**src/rtl/max_err_pkg.sv**
```systemverilog
// Shared types and width helpers for the approximate-vs-exact max-partition error monitor.
// Latency: n/a (declarations only).
// Backpressure: n/a.
package max_err_pkg;

    // Window control states.
    typedef enum logic [1:0] {
        IDLE = 2'd0,
        RUN  = 2'd1,
        DONE = 2'd2
    } state_t;

    // Default output-vector width of the monitored 10-in/5-out partition.
    localparam int W_DATA_DEF = 5;
    // Default window length and counter width.
    localparam int W_CNT_DEF  = 16;

    // Bits needed to hold a per-pair Hamming distance (0..wd).
    function automatic int hd_w(input int wd);
        return $clog2(wd + 1);
    endfunction

    // hd_sum width: wide enough for wd * (2^wc - 1) so the sum never wraps.
    function automatic int hd_sum_w(input int wc, input int wd);
        return wc + hd_w(wd);
    endfunction

endpackage

```
**src/rtl/max_err_calc.sv**
```systemverilog
// Per-pair error metrics: mismatch flag, Hamming distance and absolute difference.
// Latency: purely combinational, zero cycles.
// Backpressure: none; results follow the inputs every cycle.
module max_err_calc
    import max_err_pkg::*;
#(
    parameter int W_DATA = W_DATA_DEF
) (
    input  logic [W_DATA-1:0]         approx,
    input  logic [W_DATA-1:0]         exact,
    output logic                      mismatch,
    output logic [hd_w(W_DATA)-1:0]   hd,
    output logic [W_DATA-1:0]         abs_err
);

    localparam int HD_W = hd_w(W_DATA);

    logic [W_DATA-1:0] diff_bits;
    logic signed [W_DATA:0] diff;

    assign diff_bits = approx ^ exact;
    assign mismatch  = |diff_bits;

    // Population count of the differing bits.
    always_comb begin
        hd = '0;
        for (int i = 0; i < W_DATA; i++) begin
            hd = hd + HD_W'(diff_bits[i]);
        end
    end

    // Signed difference one bit wider than the data, then magnitude truncated back to W_DATA.
    always_comb begin
        diff    = $signed({1'b0, approx}) - $signed({1'b0, exact});
        abs_err = diff[W_DATA] ? W_DATA'(-diff) : W_DATA'(diff);
    end

endmodule

```
**src/rtl/max_err_monitor.sv**
```systemverilog
// Windowed error statistics between approximate and exact partition outputs.
// Latency: statistics update one cycle after each accepted pair; done the cycle after the last pair.
// Backpressure: in_ready is high only while a window is running; pairs are otherwise refused.
module max_err_monitor
    import max_err_pkg::*;
#(
    parameter int W_DATA = W_DATA_DEF,
    parameter int W_CNT  = W_CNT_DEF
) (
    input  logic                               clk,
    input  logic                               rst_n,
    input  logic                               start,
    input  logic [W_CNT-1:0]                   win_len,
    input  logic                               in_valid,
    output logic                               in_ready,
    input  logic [W_DATA-1:0]                  approx,
    input  logic [W_DATA-1:0]                  exact,
    output logic                               busy,
    output logic                               done,
    output logic [W_CNT-1:0]                   sample_cnt,
    output logic [W_CNT-1:0]                   err_cnt,
    output logic [hd_sum_w(W_CNT, W_DATA)-1:0] hd_sum,
    output logic [W_DATA-1:0]                  max_abs_err
);

    localparam int HD_W  = hd_w(W_DATA);
    localparam int HSUMW = hd_sum_w(W_CNT, W_DATA);

    state_t state, state_nxt;

    logic [W_CNT-1:0]  win_lat;
    logic              xfer;
    logic              start_acc;
    logic              last_xfer;
    logic              mismatch;
    logic [HD_W-1:0]   hd;
    logic [W_DATA-1:0] abs_err;

    max_err_calc #(
        .W_DATA (W_DATA)
    ) u_calc (
        .approx   (approx),
        .exact    (exact),
        .mismatch (mismatch),
        .hd       (hd),
        .abs_err  (abs_err)
    );

    assign xfer      = in_valid & in_ready;
    assign start_acc = start & (state != RUN);
    assign last_xfer = xfer & ((sample_cnt + W_CNT'(1)) == win_lat);

    // State register.
    always_ff @(posedge clk or negedge rst_n) begin
        if (!rst_n) begin
            state <= IDLE;
        end else begin
            state <= state_nxt;
        end
    end

    // Next-state: start opens a window (or completes an empty one at once); last pair closes it.
    always_comb begin
        state_nxt = state;
        case (state)
            IDLE, DONE: begin
                if (start) begin
                    state_nxt = (win_len != '0) ? RUN : DONE;
                end
            end
            RUN: begin
                if (last_xfer) begin
                    state_nxt = DONE;
                end
            end
            default: state_nxt = IDLE;
        endcase
    end

    // Status outputs decoded from the state.
    always_comb begin
        busy     = (state == RUN);
        done     = (state == DONE);
        in_ready = (state == RUN);
    end

    // Window length latch and accumulators: cleared on an accepted start, updated per transfer.
    always_ff @(posedge clk or negedge rst_n) begin
        if (!rst_n) begin
            win_lat     <= '0;
            sample_cnt  <= '0;
            err_cnt     <= '0;
            hd_sum      <= '0;
            max_abs_err <= '0;
        end else if (start_acc) begin
            win_lat     <= win_len;
            sample_cnt  <= '0;
            err_cnt     <= '0;
            hd_sum      <= '0;
            max_abs_err <= '0;
        end else if (xfer) begin
            sample_cnt <= sample_cnt + W_CNT'(1);
            if (mismatch) begin
                err_cnt <= err_cnt + W_CNT'(1);
            end
            hd_sum <= hd_sum + HSUMW'(hd);
            if (abs_err > max_abs_err) begin
                max_abs_err <= abs_err;
            end
        end
    end

endmodule

```
**config.mk**
```make
export PLATFORM = sky130hd
export DESIGN_NAME = max_err_monitor
export DESIGN_NICKNAME = d
export VERILOG_FILES = /design/src/rtl/max_err_pkg.sv /design/src/rtl/max_err_calc.sv /design/src/rtl/max_err_monitor.sv
export SDC_FILE = /design/constraint.sdc
export NUM_CORES = 1
export LEC_CHECK = 0
export ABC_AREA = 1
export BUFFER_PORTS_ARGS = -buffer_cell sky130_fd_sc_hd__buf_2
export CAP_MARGIN = 20
export CORE_ASPECT_RATIO = 1.25
export CORE_MARGIN = 3
export CORE_UTILIZATION = 55
export DETAILED_ROUTE_END_ITERATION = 10
export GPL_TIMING_DRIVEN = 1
export HOLD_SLACK_MARGIN = 0.03
export MAX_ROUTING_LAYER = met4
export PLACE_DENSITY = 0.8
export SLEW_MARGIN = 20
export SYNTH_ARGS = -nofsm -noshare
export SYNTH_HDL_FRONTEND = slang
export SYNTH_SLANG_ARGS = --single-unit
export TNS_END_PERCENT = 10
```
**constraint.sdc**
```tcl
create_clock -name clk -period 3.35 [get_ports clk]
set_input_delay 0.1675 -clock clk [delete_from_list [all_inputs] [get_ports clk]]
set_output_delay 0.1675 -clock clk [all_outputs]
set_load 0.005 [all_outputs]
```
* After elaboration in Yosys (flattened, before gate mapping) *
Index checks and enable logic that the tools add are counted.

storage, ports and cells
  register bits = 74
  latch bits = 0
  bits in writable memories = 0
  bits in read-only memories = 0
  input bits = 30
  output and inout port bits = 59
  memories = 0

cells by class
  add/sub/neg operators = 9
  multiply operators = 0
  div/mod/pow operators = 0
  order comparisons = 1
  equal/unequal tests = 6
  shifts and indexed selects = 0
  multiplexer cells = 15
  bitwise gates (word level) = 4
  reductions and logical operators = 10

operators by type and width
  cell                                                                     count
  16-bit 2-to-1 mux                                                        5
  19-bit 2-to-1 mux                                                        2
  16-bit by 1-bit adder with 16-bit output, second input constant          2
  5-bit 2-to-1 mux                                                         4
  19-bit by 3-bit adder with 19-bit output                                 1
  16-bit equality test                                                     1
  16-bit nonzero test                                                      1
  3-bit by 1-bit adder with 3-bit output                                   3
  2-bit 2-to-1 mux                                                         3
  2-bit AND reduction                                                      3
  2-bit nonzero test                                                       3
  5-bit by 5-bit subtractor with 6-bit output                              1
  5-bit > comparator                                                       1
  5-bit negator                                                            1
  5-bit OR reduction                                                       1
  5-bit XOR                                                                1
  2-bit by 1-bit inequality test with 1-bit output, second input constant  2
  2-bit case mux with 2 select lines                                       1
  1-bit AND                                                                3
  1-bit by 1-bit adder with 2-bit output                                   1
  2-bit by 1-bit equality test with 1-bit output, second input constant    1
  2-bit equality test, second input constant                               1
  2-bit logical NOT                                                        1
  2-bit inequality test, second input constant                             1
  2-bit OR reduction                                                       1

* Logic depth before layout (Yosys ltp) *
Gate-level depths: netlist of the first run.

  depth in word-level cells = 8
  depth in mapped cells = 20
  mapped depth without buffers = 20

* Modules after synthesis *
A second synthesis of the first run with hierarchy kept.

unflattened totals
  cell total of the unflattened synthesis = 614
  area, all modules = 4584.4 µm²

by module, submodules not included
  module           instances  cells an instance  area an instance (µm²)
  max_err_monitor  1          539                4140.2
  max_err_calc     1          75                 444.2

* Least setup slack after synthesis of the first run *
No wires, ideal clock.

  kind = input to register
  from = input port approx[0]
  to = register hd_sum[18]
  library setup time = 0.119 ns
  arrival = 3.317 ns
  path slack = -0.085 ns
  stages = 20
  buffers on the path = 0
  path through = inv_1 ha_1 inv_1 ha_1 fa_1 ha_1 fa_1 inv_1 fa_1 inv_1 a21oi_1 inv_1 nand3_1 inv_2 nand2_1 nor2_1 nand2_1 nor2_2 a21oi_1 o21a_1

on the way
  cells in the longest elaborated chain, start to end = 8

ends and longest elaborated chain
  item                                                 line                    text
  start: declaration                                   max_err_monitor.sv:16   input logic [W_DATA-1:0] approx,
  5-bit XOR                                            max_err_calc.sv:21      assign diff_bits = approx ^ exact;
  1-bit by 1-bit adder with 2-bit output               max_err_calc.sv:28      hd = hd + HD_W'(diff_bits[i]);
  3-bit by 1-bit adder with 3-bit output (3 in a row)  max_err_calc.sv:28
  19-bit by 3-bit adder with 19-bit output             max_err_monitor.sv:106  hd_sum <= hd_sum + HSUMW'(hd);
  19-bit 2-to-1 mux                                    max_err_monitor.sv:101  end else if (xfer) begin
  19-bit 2-to-1 mux                                    max_err_monitor.sv:95   end else if (start_acc) begin
  end signal: assignment                               max_err_monitor.sv:106
  end: declaration                                     max_err_monitor.sv:22   output logic [hd_sum_w(W_CNT, W_DATA)-1:0] hd_sum,

No other way between the ends. The select of a mux whose other input is x is not followed.
A chain may end at the register's enable or synchronous reset.

* Final worst setup path of the first run *
  from = input port exact[1]
  to = register hd_sum[18]

on the way
  cells in the longest elaborated chain, start to end = 8

ends and longest elaborated chain
  item                                                 line                    text
  start: declaration                                   max_err_monitor.sv:17   input logic [W_DATA-1:0] exact,
  5-bit XOR                                            max_err_calc.sv:21
  1-bit by 1-bit adder with 2-bit output               max_err_calc.sv:28
  3-bit by 1-bit adder with 3-bit output (3 in a row)  max_err_calc.sv:28
  19-bit by 3-bit adder with 19-bit output             max_err_monitor.sv:106
  19-bit 2-to-1 mux                                    max_err_monitor.sv:101
  19-bit 2-to-1 mux                                    max_err_monitor.sv:95

No other way between the ends. The select of a mux whose other input is x is not followed.

==> results of run 1 <==
-- how the worst max path moves through the flow --
| stage | start | endpoint | slack (ns) | cells after the start |
|---|---|---|---|---|
| finish | exact[1] | hd_sum[18]$_DFFE_PN0P_ | 0.19 | 21 |
| global route | exact[1] | hd_sum[18]$_DFFE_PN0P_ | -0.005 | 21 |
| CTS | exact[1] | hd_sum[18]$_DFFE_PN0P_ | 0.20 | 21 |
| floorplan | exact[1] | hd_sum[18]$_DFFE_PN0P_ | 0.03 | 20 |
| global placement | exact[1] | hd_sum[18]$_DFFE_PN0P_ | -0.09 | 21 |
| detailed placement | exact[1] | hd_sum[18]$_DFFE_PN0P_ | -0.16 | 21 |
-- synth_stat cells, types with 2 or more instances --
cell,number
nor4_1,3
nand3b_1,7
nand2_1,151
nand3_1,39
clkbuf_1,8
buf_2,2
o22ai_1,14
a31oi_1,3
xor2_1,9
a21oi_1,25
nor3_1,12
xnor2_1,4
nor2_4,3
dfrtp_1,74
nor2_1,37
xnor3_1,2
nor3_4,3
inv_1,86
o21ai_0,35
nor2_8,2
nand4_1,11
fa_1,4
inv_2,3
nor2_2,6
o21ai_1,2
a211oi_1,3
ha_1,19
-- metal layers --
| metal | up-vias | GRT usage, % | share of wire, % |
|---|---|---|---|
| met1 | 1990 | 30.8 | 42 |
| met5 | - | - | 0 |
| li1 | 2102 | - | - |
| met2 | 148 | 42.2 | 52 |
| met4 | 0 | 5.12 | 0.80 |
| met3 | 10 | 5.00 | 6.0 |
-- state kept, by name, indices dropped and copies added (netlist names) --
signal and cells:
hd_sum 19, err_cnt 16, sample_cnt 16, win_lat 16, max_abs_err 5, state 2
-- final cells by class --
class | count | area share [%]
multi-input combinational | 405 | 42.8
timing repair buffer | 104 | 10.6
inverter | 89 | 6.23
clock buffer | 10 | 2.57
sequential | 74 | 34.5
tap | 95 | 2.22
clock inverter | 5 | 1.03
-- metrics by stage --
| step | area (um^2) | TNS, ns |
|---|---|---|
| detailed placement | 5130 | -0.411 |
| global placement | 5130 | -0.115 |
| global route | 5360 | -0.00519 |
| CTS | 5340 | 0 |
| finish | 5360 | 0 |
| floorplan | 4520 | 0 |
-- where the power goes --
part	switching [W]	internal (W)	leakage (nW)
Sequential	0.000154	0.00107	0.994
Combinational	0.000675	0.000451	1.79
Clock	0.000334	0.000358	0.0941
Total	0.00116	0.00187	2.88
-- worst max-delay path: stages --
cell	delay (ns)
buf_2	0.07
inv_1	0.04
ha_1	0.28
inv_1	0.05
ha_1	0.28
fa_1	0.44
ha_2	0.20
fa_1	0.52
inv_1	0.06
fa_2	0.35
inv_1	0.06
a21oi_1	0.07
inv_1	0.05
nand3_1	0.10
inv_2	0.08
nand2_1	0.06
nor2_2	0.13
nand2_1	0.09
nor2_2	0.11
a21oi_1	0.07
o21a_1	0.11
-- timing repair --
item                       4_1_cts  5_1_grt
setup buffers                    0        2
hold endpoints to repair        75        0
resized for setup                0        2
hold buffers                     2        0
setup endpoints to repair        0        1
-- kinds of logic after synthesis --
kind of cell	Yosys count
AND/OR/NAND/NOR	277
AO/OA/AOI/OAI	90
buffers and inverters	100
XOR/XNOR	15
flip-flops	74
adder cells (fa/ha/maj)	23
==> impl_results.md, run 1 <==
* Status: finished clean
* Max Root-Sink Buffers at 2
* Placed wire-length estimate at 8150 um
* Routed via count at 4,250
* Number of cells traversed by the worst hold path at 3
* Number of design-rule violations left by the first detailed-router iteration at 290
* Peak VDD IR at 371 uV
* LEAKAGE at 2.88 nW
* Number of cells in the design after placement at between 700 and 800
* Total GRT Usage at 24.9%
* Weighted congestion reported at the end of routability-driven placement at 0.941
* Register-to-register setup slack at 1.31 ns
* Combinational family with the most area after synthesis: simple AND/OR/NAND/NOR gates
* Worst reg2reg endpoint: err_cnt[15]$_DFFE_PN0P_
* Register area at 0.00185 mm^2
* Wire length of the first global-routing pass at between 15,000 and 20,000 um
* Max capacitance violation total at 0
* Cell area after synthesis at between 0.004 and 0.005 mm^2
* Vias in the first global route at 4,091
* Worst Hold Path EP: win_lat[1]$_DFFE_PN0P_
* Highest achievable clock rate at approximately 320 MHz
* Clock-pin slew on the worst setup and hold paths at approximately 0.080 ns
* Tmin final at around 3.2 ns
* Flip-flop and latch count after synthesis at 74
* Critical Path Source Type: input port
* Clk root buf: clkbuf_8
* Synth async-reset ratio at 100%
* Fraction of the mapped netlist area in simple logic gates at around 29%
* Die Footprint at 0.00933 mm^2
* Post-synthesis sequential area ratio at between 40% and 50%
* Post-synthesis compound-gate area fraction at 11.3%
* Starting density of the core at 57.2%
* Post-synth EDFFs at 0
* Xor and xnor fraction of the mapped netlist area at 3.52%
* Total DRC errors in the routed layout at 0
* Commonest non-fill, non-tap cells in the layout: nand2_1, buf_2, inv_1, dfrtp_1, nand3_1
* Average wire per standard cell at 13.9 um
* Detail Route Antenna Nets at 0
* Post-Syn Instances at between 500 and 600
* Pin count of the biggest net entering global routing at 75
* Worst relative slew slack at 38.0%
* Final worst hold slack at around 0.044 ns
* I/O pin count at about 90
* Number of hold violations in the final report at 0
* Final instance count without filler cells at roughly 800
* Inserted Clock Buffers at 9
* Worst Setup Slack, final at approximately 0.19 ns
* Pins Over Slew Limit at 0
* Most common cell after layout, fill and taps aside: nand2_1
* Count of fill cells added during filler insertion at 654
* Critical Path AT at 3.40 ns
* Post-synthesis net count at 632
* CP Capture Type: register
* Depth of the worst register-to-register path at 10
* Overall die height at 107 um
* Critical Setup Path Class: in -> reg
* Leftover overflow at the end of global routing at 0
* Final Skew at about 0.012 ns
* Start point of the worst min-delay path: win_len[1]
* Top_reg_cell synth: dfrtp_1
* Final core utilization at 68.0%
* Number of library cell types mapped by synthesis at 39
* Share of post-route cells with drive strength above 1 at 20.8%
* Number of setup violations in the final report at 0
* Die X at approximately 87 um
* Count of input and output buffers at 88
* Launch point of the worst reg-to-reg path: state[1]$_DFFE_PN0P_
* Floorplan Core Area at 0.00788 mm^2
* First-pass iteration count of the detailed router at 5
* Antenna fix cells at 0
* Clock latency reported for the late side of the worst-skew pair at 0.34 ns
* Mean area per synthesized cell at 7.79 um^2
* H-tree depth reported by CTS at 3
* Adder-Cell Fraction of Synth Area at under 10%
* Areal power density over the cells at 567 mW/mm^2
* Post-detailed-routing wire length at 10,900 um
* Multiplexer area fraction after synthesis at 0%
* Number of antenna violations at the first check in global routing at 0
* Design Power at 0.00304 W
* Top cell type's share of synthesized area at 41.1%
* Endpoint required time on the critical path at roughly 3.6 ns
* Syn. warnings at 0
* Worst slew pin tran at 0.930 ns
* Via-per-instance ratio at around 5.4
* Worst min-delay path category: in -> reg
* Maximum fanout along the worst path at 2
* DP Worst Slack at -0.161 ns
* Standard-cell row count at 36
* CTS tree: done
* Number of sinks handled by clock tree synthesis at 74
* Nets at 736
* Area occupied by multi-input gates at about 0.0023 mm^2
* Biggest area consumer among synthesized cells: dfrtp_1
* Cells taking the most area after synthesis: dfrtp_1, nand2_1, inv_1
* Area added between synthesis and finish at 18.9%
* Part of the cycle the worst path needs at 94.2%
No activity file was read; power rests on OpenSTA's default activity.
==> run 2, diff against run 1 <==
==> constraint.sdc (replaced) <==
create_clock -name clk -period 3.35 [get_ports clk]
set_input_delay 0 -clock clk [delete_from_list [all_inputs] [get_ports clk]]
set_output_delay 0 -clock clk [all_outputs]
set_load 0.005 [all_outputs]
==> impl_results.md, run 2 (same netlist as run 1, synthesis figures left out) <==
* Status: finished clean
* Clock-pin slew on the worst setup and hold paths at 0.08 ns (about the same)
* Total DRC errors in the routed layout at 0 (unchanged)
* Worst Hold Path EP: max_abs_err[0]$_DFFE_PN0P_
* Launch point of the worst reg-to-reg path: sample_cnt[0]$_DFFE_PN0P_
* Areal power density over the cells at 574 mW/mm^2 (+1.3%)
* Vias in the first global route at 4,286 (+4.8%)
* Top cell family by delay on the critical path: adder cells
* Number of antenna violations at the first check in global routing at 0 (unchanged)
* Worst min-delay path category: in -> reg
* Crit path buffers/inverters at 7 (unchanged)
* Leftover overflow at the end of global routing at 0 (unchanged)
* Floorplan Core Area at 0.00788 mm^2 (unchanged)
* Die X at 87.0 um (unchanged)
* Max capacitance violation total at 0 (unchanged)
* Count of input and output buffers at 88 (unchanged)
* Number of design-rule violations left by the first detailed-router iteration at 217 (-25%)
* Slowest stage delay, CP at 0.51 ns (about the same)
* Wire length of the first global-routing pass at 18,900 um (+4.2%)
* Via-per-instance ratio at 5.49 (+1.1%)
* Most common cell after layout, fill and taps aside: nand2_1
* Worst path cell trace: buf_2, inv_1, ha_1, inv_1, ha_1, fa_1, ha_1, fa_1, inv_1, fa_1, inv_1, a21oi_1, inv_1, nand3_1, inv_2, nand2_1, nor2_2, nand2_1, nor2_2, a21oi_1, o21a_1
* Starting density of the core at 57.2% (unchanged)
* Most prevalent standard cell on the critical path: inv_1
* Total GRT Usage at 26.2% (+1.3 points)
* Number of hold violations in the final report at 0 (unchanged)
* Pin count of the biggest net entering global routing at 75 (unchanged)
* Start point of the worst min-delay path: exact[0]
* Highest achievable clock rate at 325 MHz (+2.5%)
* Peak VDD IR at 377 uV (+1.6%)
* Register-to-register setup slack at 1.29 ns (-0.02 ns)
* Inserted Clock Buffers at 9 (unchanged)
* Critical Path AT at 3.33 ns (-0.07 ns)
* Number of flip-flops under the largest register name at 19 (unchanged)
* Maximum fanout along the worst path at 2 (unchanged)
* Worst reg2reg endpoint: state[1]$_DFFE_PN0P_
* Critical Setup Path Class: in -> reg
* CTS tree: done
* Weighted congestion reported at the end of routability-driven placement at 0.918 (-2.4%)
* CP Capture Type: register
* Setup TNS at 0 ns (unchanged)
* Count of buffers added by post-CTS timing repair for setup at 0 (unchanged)
* Register area at 0.00185 mm^2 (unchanged)
* Most flops, register: hd_sum
* Max Root-Sink Buffers at 2 (unchanged)
* Worst slew pin tran at 0.931 ns (+0.000961 ns)
* Area occupied by multi-input gates at 0.00228 mm^2 (-0.76%)
* Clock latency reported for the late side of the worst-skew pair at 0.35 ns (about the same)
* Overall die height at 107 um (unchanged)
* H-tree depth reported by CTS at 3 (unchanged)
* Detail Route Antenna Nets at 0 (unchanged)
* Final worst hold slack at 0.131 ns (+0.0864 ns)
* I/O pin count at 89 (unchanged)
* Endpoint required time on the critical path at 3.60 ns (about the same)
* Count of fill cells added during filler insertion at 617 (-5.7%)
* Die Footprint at 0.00933 mm^2 (unchanged)
* Critical Path Source Type: input port
* Tmin final at 3.08 ns (-0.0764 ns)
* Share of post-route cells with drive strength above 1 at 19.5% (-1.4 points)
* Depth of the worst register-to-register path at 15 (+5)
* Commonest non-fill, non-tap cells in the layout: nand2_1, buf_2, inv_1, dfrtp_1, nand3_1
* Placed wire-length estimate at 8170 um (+0.16%)
* Post-detailed-routing wire length at 11,300 um (+4.0%)
* Part of the cycle the worst path needs at 91.9% (-2.3 points)
* LEAKAGE at 2.94 nW (+2.3%)
* Number of sinks handled by clock tree synthesis at 74 (unchanged)
* Nets at 747 (+1.5%)
* Crit-path slowest cell: fa_1
* Pins Over Slew Limit at 0 (unchanged)
* First-pass iteration count of the detailed router at 5 (unchanged)
* Worst relative slew slack at 37.9% (-0.064 points)
* Routed via count at 4,361 (+2.6%)
* Area added between synthesis and finish at 22.2%
* Antenna fix cells at 0 (unchanged)
* Final Skew at 0.0120 ns (-0.000473 ns)
* Setup repair after global routing missed its margin: no
* Number of setup violations in the final report at 0 (unchanged)
* Clk root buf: clkbuf_8
* Standard-cell row count at 36 (unchanged)
* Average wire per standard cell at 14.2 um (+2.4%)
* Number of cells traversed by the worst hold path at 4 (+1)
==> run 2: cell types whose count changed in the layout (fill, tap and decap cells not counted), moves of 2 or more <==
cell,change
dlygate4sd3_1,+16
buf_4,-5
clkbuf_8,+2
ha_1,+2
==> run 2: through the flow <==
stage                     std cells  setup slack, ns  instance area [um^2]  util, %  total power, W
after floorplan                 579           0.0821                  4510        -         0.00199
after CTS                       794            0.248                  5510     69.9         0.00317
after global routing            794          0.00117                  5510     69.9         0.00339
after detailed placement        760           -0.141                  5090     64.6         0.00233
after global placement          760           0.0222                  5090     64.6         0.00228
final                           794            0.271                  5510     69.9         0.00316
==> run 2: worst reg2reg max path, stage by stage (launching register included) <==
cell     delay, ns
dfrtp_1       0.46
ha_1          0.26
nand2_1       0.10
nor2_2        0.26
nand2_1       0.09
nand2_1       0.09
nand2_1       0.07
nand2_1       0.07
nand2_1       0.06
inv_1         0.05
nand3_1       0.10
nor2_1        0.11
nand2_1       0.08
nand2_1       0.08
nand2_1       0.05
nand2_1       0.06
==> run 2: how the worst max path moves through the flow <==
stage / startpoint / end / slack (ns) / depth (start not counted)
finish: exact[1] / hd_sum[18]$_DFFE_PN0P_ / 0.27 / 21
global route: approx[0] / hd_sum[18]$_DFFE_PN0P_ / 0.001 / 21
CTS: exact[1] / hd_sum[18]$_DFFE_PN0P_ / 0.25 / 21
detailed placement: exact[1] / hd_sum[18]$_DFFE_PN0P_ / -0.14 / 21
global placement: approx[0] / hd_sum[18]$_DFFE_PN0P_ / 0.02 / 21
floorplan: approx[0] / hd_sum[18]$_DFFE_PN0P_ / 0.08 / 20
==> run 2: what timing repair did <==
action / in CTS / in global routing
hold buffers: 18 / 0
endpoints found under the setup margin: 0 / 1
hold endpoints to repair: 92 / 0
gates resized for setup: 0 / 1
==> run 2: layer usage <==
metal	part of all wire (%)	track usage [%]	routed length, um
met1	40	31.2	4540
met2	50	42.0	5700
met5	0	-	0
met4	4.1	15.5	460
met3	5.3	3.54	596
==> run 2: layout make-up <==
class	instances	share of cell area (%)
Multi-Input combinational cell	405	41.3
Inverter	89	6.06
Tap cell	95	2.16
Sequential cell	74	33.6
Clock inverter	4	1.32
Clock buffer	12	3.00
Timing Repair Buffer	115	12.5
==> run 2: power by group <==
group | leakage, nW | switching [W] | total (W) | internal (W)
Sequential | 0.994 | 0.000157 | 0.00122 | 0.00106
Clock | 0.119 | 0.000339 | 0.000818 | 0.000479
Combinational | 1.83 | 0.000674 | 0.00112 | 0.000449
==> run 3, diff against run 2 <==
Settings changed: CORE_ASPECT_RATIO 1.25 to unset.
==> impl_results.md, run 3 (same netlist as run 1, synthesis figures left out) <==
* Worst min-delay path category: in -> reg
* Clock-pin slew on the worst setup and hold paths at 0.08 ns (about the same)
* Placed instance area at 0.00510 mm^2 (+0.12%)
* Start point of the worst min-delay path: exact[0]
* Critical Setup Path Class: in -> reg
* Routed via count at 4,308 (-1.2%)
* Final worst hold slack at 0.160 ns (+0.0293 ns)
* Number of setup violations in the final report at 0 (unchanged)
* Weighted congestion reported at the end of routability-driven placement at 0.934 (+1.7%)
* Starting density of the core at 57.4% (+0.26 points)
* Pin count of the biggest net entering global routing at 75 (unchanged)
* Commonest non-fill, non-tap cells in the layout: nand2_1, buf_2, inv_1, dfrtp_1, nand3_1
* Antenna fix cells at 0 (unchanged)
* CP Capture Type: register
* Maximum fanout along the worst path at 2 (unchanged)
* Top cell family by delay on the critical path: adder cells
* CP startpoint: exact[1]
* Share of post-route cells with drive strength above 1 at 19.5% (unchanged)
* Clk root buf: clkbuf_8
* Worst relative slew slack at 36.9% (-1.0 points)
* Worst path cell trace: buf_2, inv_1, ha_1, inv_1, ha_1, fa_1, ha_1, fa_1, inv_1, fa_1, inv_1, a21oi_1, inv_1, nand3_2, inv_2, nand2_1, nor2_2, nand2_1, nor2_2, a21oi_1, o21a_1
* Number of antenna violations at the first check in global routing at 0 (unchanged)
* Number of design-rule violations left by the first detailed-router iteration at 338 (+56%)
* Final Skew at 0.00557 ns (-0.00639 ns)
* Inserted Clock Buffers at 9 (unchanged)
* Average wire per standard cell at 14.2 um (-0.17%)
* Tmin final at 3.07 ns (-0.0115 ns)
* Max Root-Sink Buffers at 2 (unchanged)
* Post-detailed-routing wire length at 11,400 um (+0.71%)
* Critical Path AT at 3.31 ns (-0.02 ns)
* LEAKAGE at 2.95 nW (about the same)
* Via-per-instance ratio at 5.38 (-2.1%)
* Part of the cycle the worst path needs at 91.6% (-0.34 points)
* CTS tree: done
* Crit-path slowest cell: fa_1
* Clock latency reported for the late side of the worst-skew pair at 0.35 ns (about the same)
* Most prevalent standard cell on the critical path: inv_1
* Status: finished clean
* Peak VDD IR at 369 uV (-2.2%)
* Area added between synthesis and finish at 22.4%
* Total GRT Usage at 26.3% (+0.065 points)
* Placed wire-length estimate at 8110 um (-0.69%)
* Critical Path Source Type: input port
* Number of flip-flops under the largest register name at 19 (unchanged)
* Most flops, register: hd_sum
* Vias in the first global route at 4,202 (-2.0%)
* Die X at 96.5 um (+11%)
* Pins Over Slew Limit at 0 (unchanged)
* First-pass iteration count of the detailed router at 5 (unchanged)
* I/O pin count at 89 (unchanged)
* Areal power density over the cells at 575 mW/mm^2 (+0.21%)
* Count of input and output buffers at 88 (unchanged)
* Overall die height at 96.5 um (-10%)
* Area of all placed cells without fillers at 0.00552 mm^2 (+0.11%)
* Endpoint required time on the critical path at 3.59 ns (about the same)
* Floorplan Core Area at 0.00785 mm^2 (-0.44%)
* Number of sinks handled by clock tree synthesis at 74 (unchanged)
* H-tree depth reported by CTS at 3 (unchanged)
* Slowest stage delay, CP at 0.51 ns (about the same)
* Wire length of the first global-routing pass at 18,600 um (-1.4%)
* Most common cell after layout, fill and taps aside: nand2_1
* Max capacitance violation total at 0 (unchanged)
* Number of hold violations in the final report at 0 (unchanged)
* Detail Route Antenna Nets at 0 (unchanged)
* Die Footprint at 0.00932 mm^2 (about the same)
* Count of fill cells added during filler insertion at 655 (+6.2%)
* Total DRC errors in the routed layout at 0 (unchanged)
* Leftover overflow at the end of global routing at 0 (unchanged)
* Setup repair after global routing missed its margin: no
* Worst slew pin tran at 0.947 ns (+0.0154 ns)
* Standard-cell row count at 32 (-11%)
* Launch point of the worst reg-to-reg path: state[1]$_DFFE_PN0P_
* Nets at 747 (unchanged)
* Highest achievable clock rate at 326 MHz (+0.38%)
* Crit path buffers/inverters at 7 (unchanged)
run 3: path summary, 6_finish.rpt:
path / depth (start not counted) / slack [ns] / end
max: 21 / 0.28 / hd_sum[18]$_DFFE_PN0P_
max in group asynchronous: 3 / 2.33 / sample_cnt[2]$_DFFE_PN0P_
min: 4 / 0.16 / max_abs_err[0]$_DFFE_PN0P_
min in group asynchronous: 3 / 0.42 / max_abs_err[3]$_DFFE_PN0P_
min reg2reg: 2 / 0.50 / win_lat[2]$_DFFE_PN0P_
max reg2reg: 10 / 1.22 / hd_sum[17]$_DFFE_PN0P_
run 3: layer usage:
layer | vias up | track usage (%) | share of wire (%)
met2 | 163 | 42.8 | 48
met4 | 0 | 10.5 | 1.6
met3 | 18 | 3.95 | 6.6
met5 | - | - | 0
met1 | 2008 | 33.0 | 44
li1 | 2119 | - | -
run 3: area by class of cell:
type | count | area, um^2 | share of cell area (%)
multi-input cells | 405 | 2280 | 41.4
repair buffers | 115 | 688 | 12.5
well taps | 102 | 128 | 2.31
flip-flops and latches | 74 | 1850 | 33.6
inverters | 89 | 334 | 6.06
clock inverters | 6 | 105 | 1.91
clock buffers | 10 | 128 | 2.31
run 3: worst reg2reg max path, stage by stage (launching register included):
cell	delay (ns)
dfrtp_1	0.46
nor2_8	0.21
nand2_4	0.22
inv_2	0.24
nand2_1	0.12
inv_1	0.09
nand2_1	0.11
nor3_2	0.21
nand3_1	0.13
o21ai_0	0.17
a21oi_1	0.06
run 3: per-stage QoR:
step / setup TNS [ns] / cells / utilization [%] / power [W] / setup WS, ns
5_1_grt: 0 / 801 / 70.3 / 0.00341 / 0.0175
2_1_floorplan: 0 / 579 / - / 0.00199 / 0.0821
3_3_place_gp: -0.0348 / 767 / 64.9 / 0.00229 / -0.0348
4_1_cts: 0 / 801 / 70.2 / 0.00318 / 0.226
3_5_place_dp: -0.206 / 767 / 64.9 / 0.00233 / -0.127
6_report: 0 / 801 / 70.3 / 0.00317 / 0.283
run 3: repair_timing:
action,in CTS,in global routing
resized for setup,0,2
endpoints found under the hold margin,92,0
hold buffers,18,0
endpoints found under the setup margin,0,1
buffers inserted,0,0
run 3: report_power, final:
part | total, W | internal, W | switching, W
combinational | 0.00113 | 0.000449 | 0.000679
clock | 0.000825 | 0.000491 | 0.000334
sequential | 0.00122 | 0.00107 | 0.000156
total | 0.00317 | 0.00201 | 0.00117
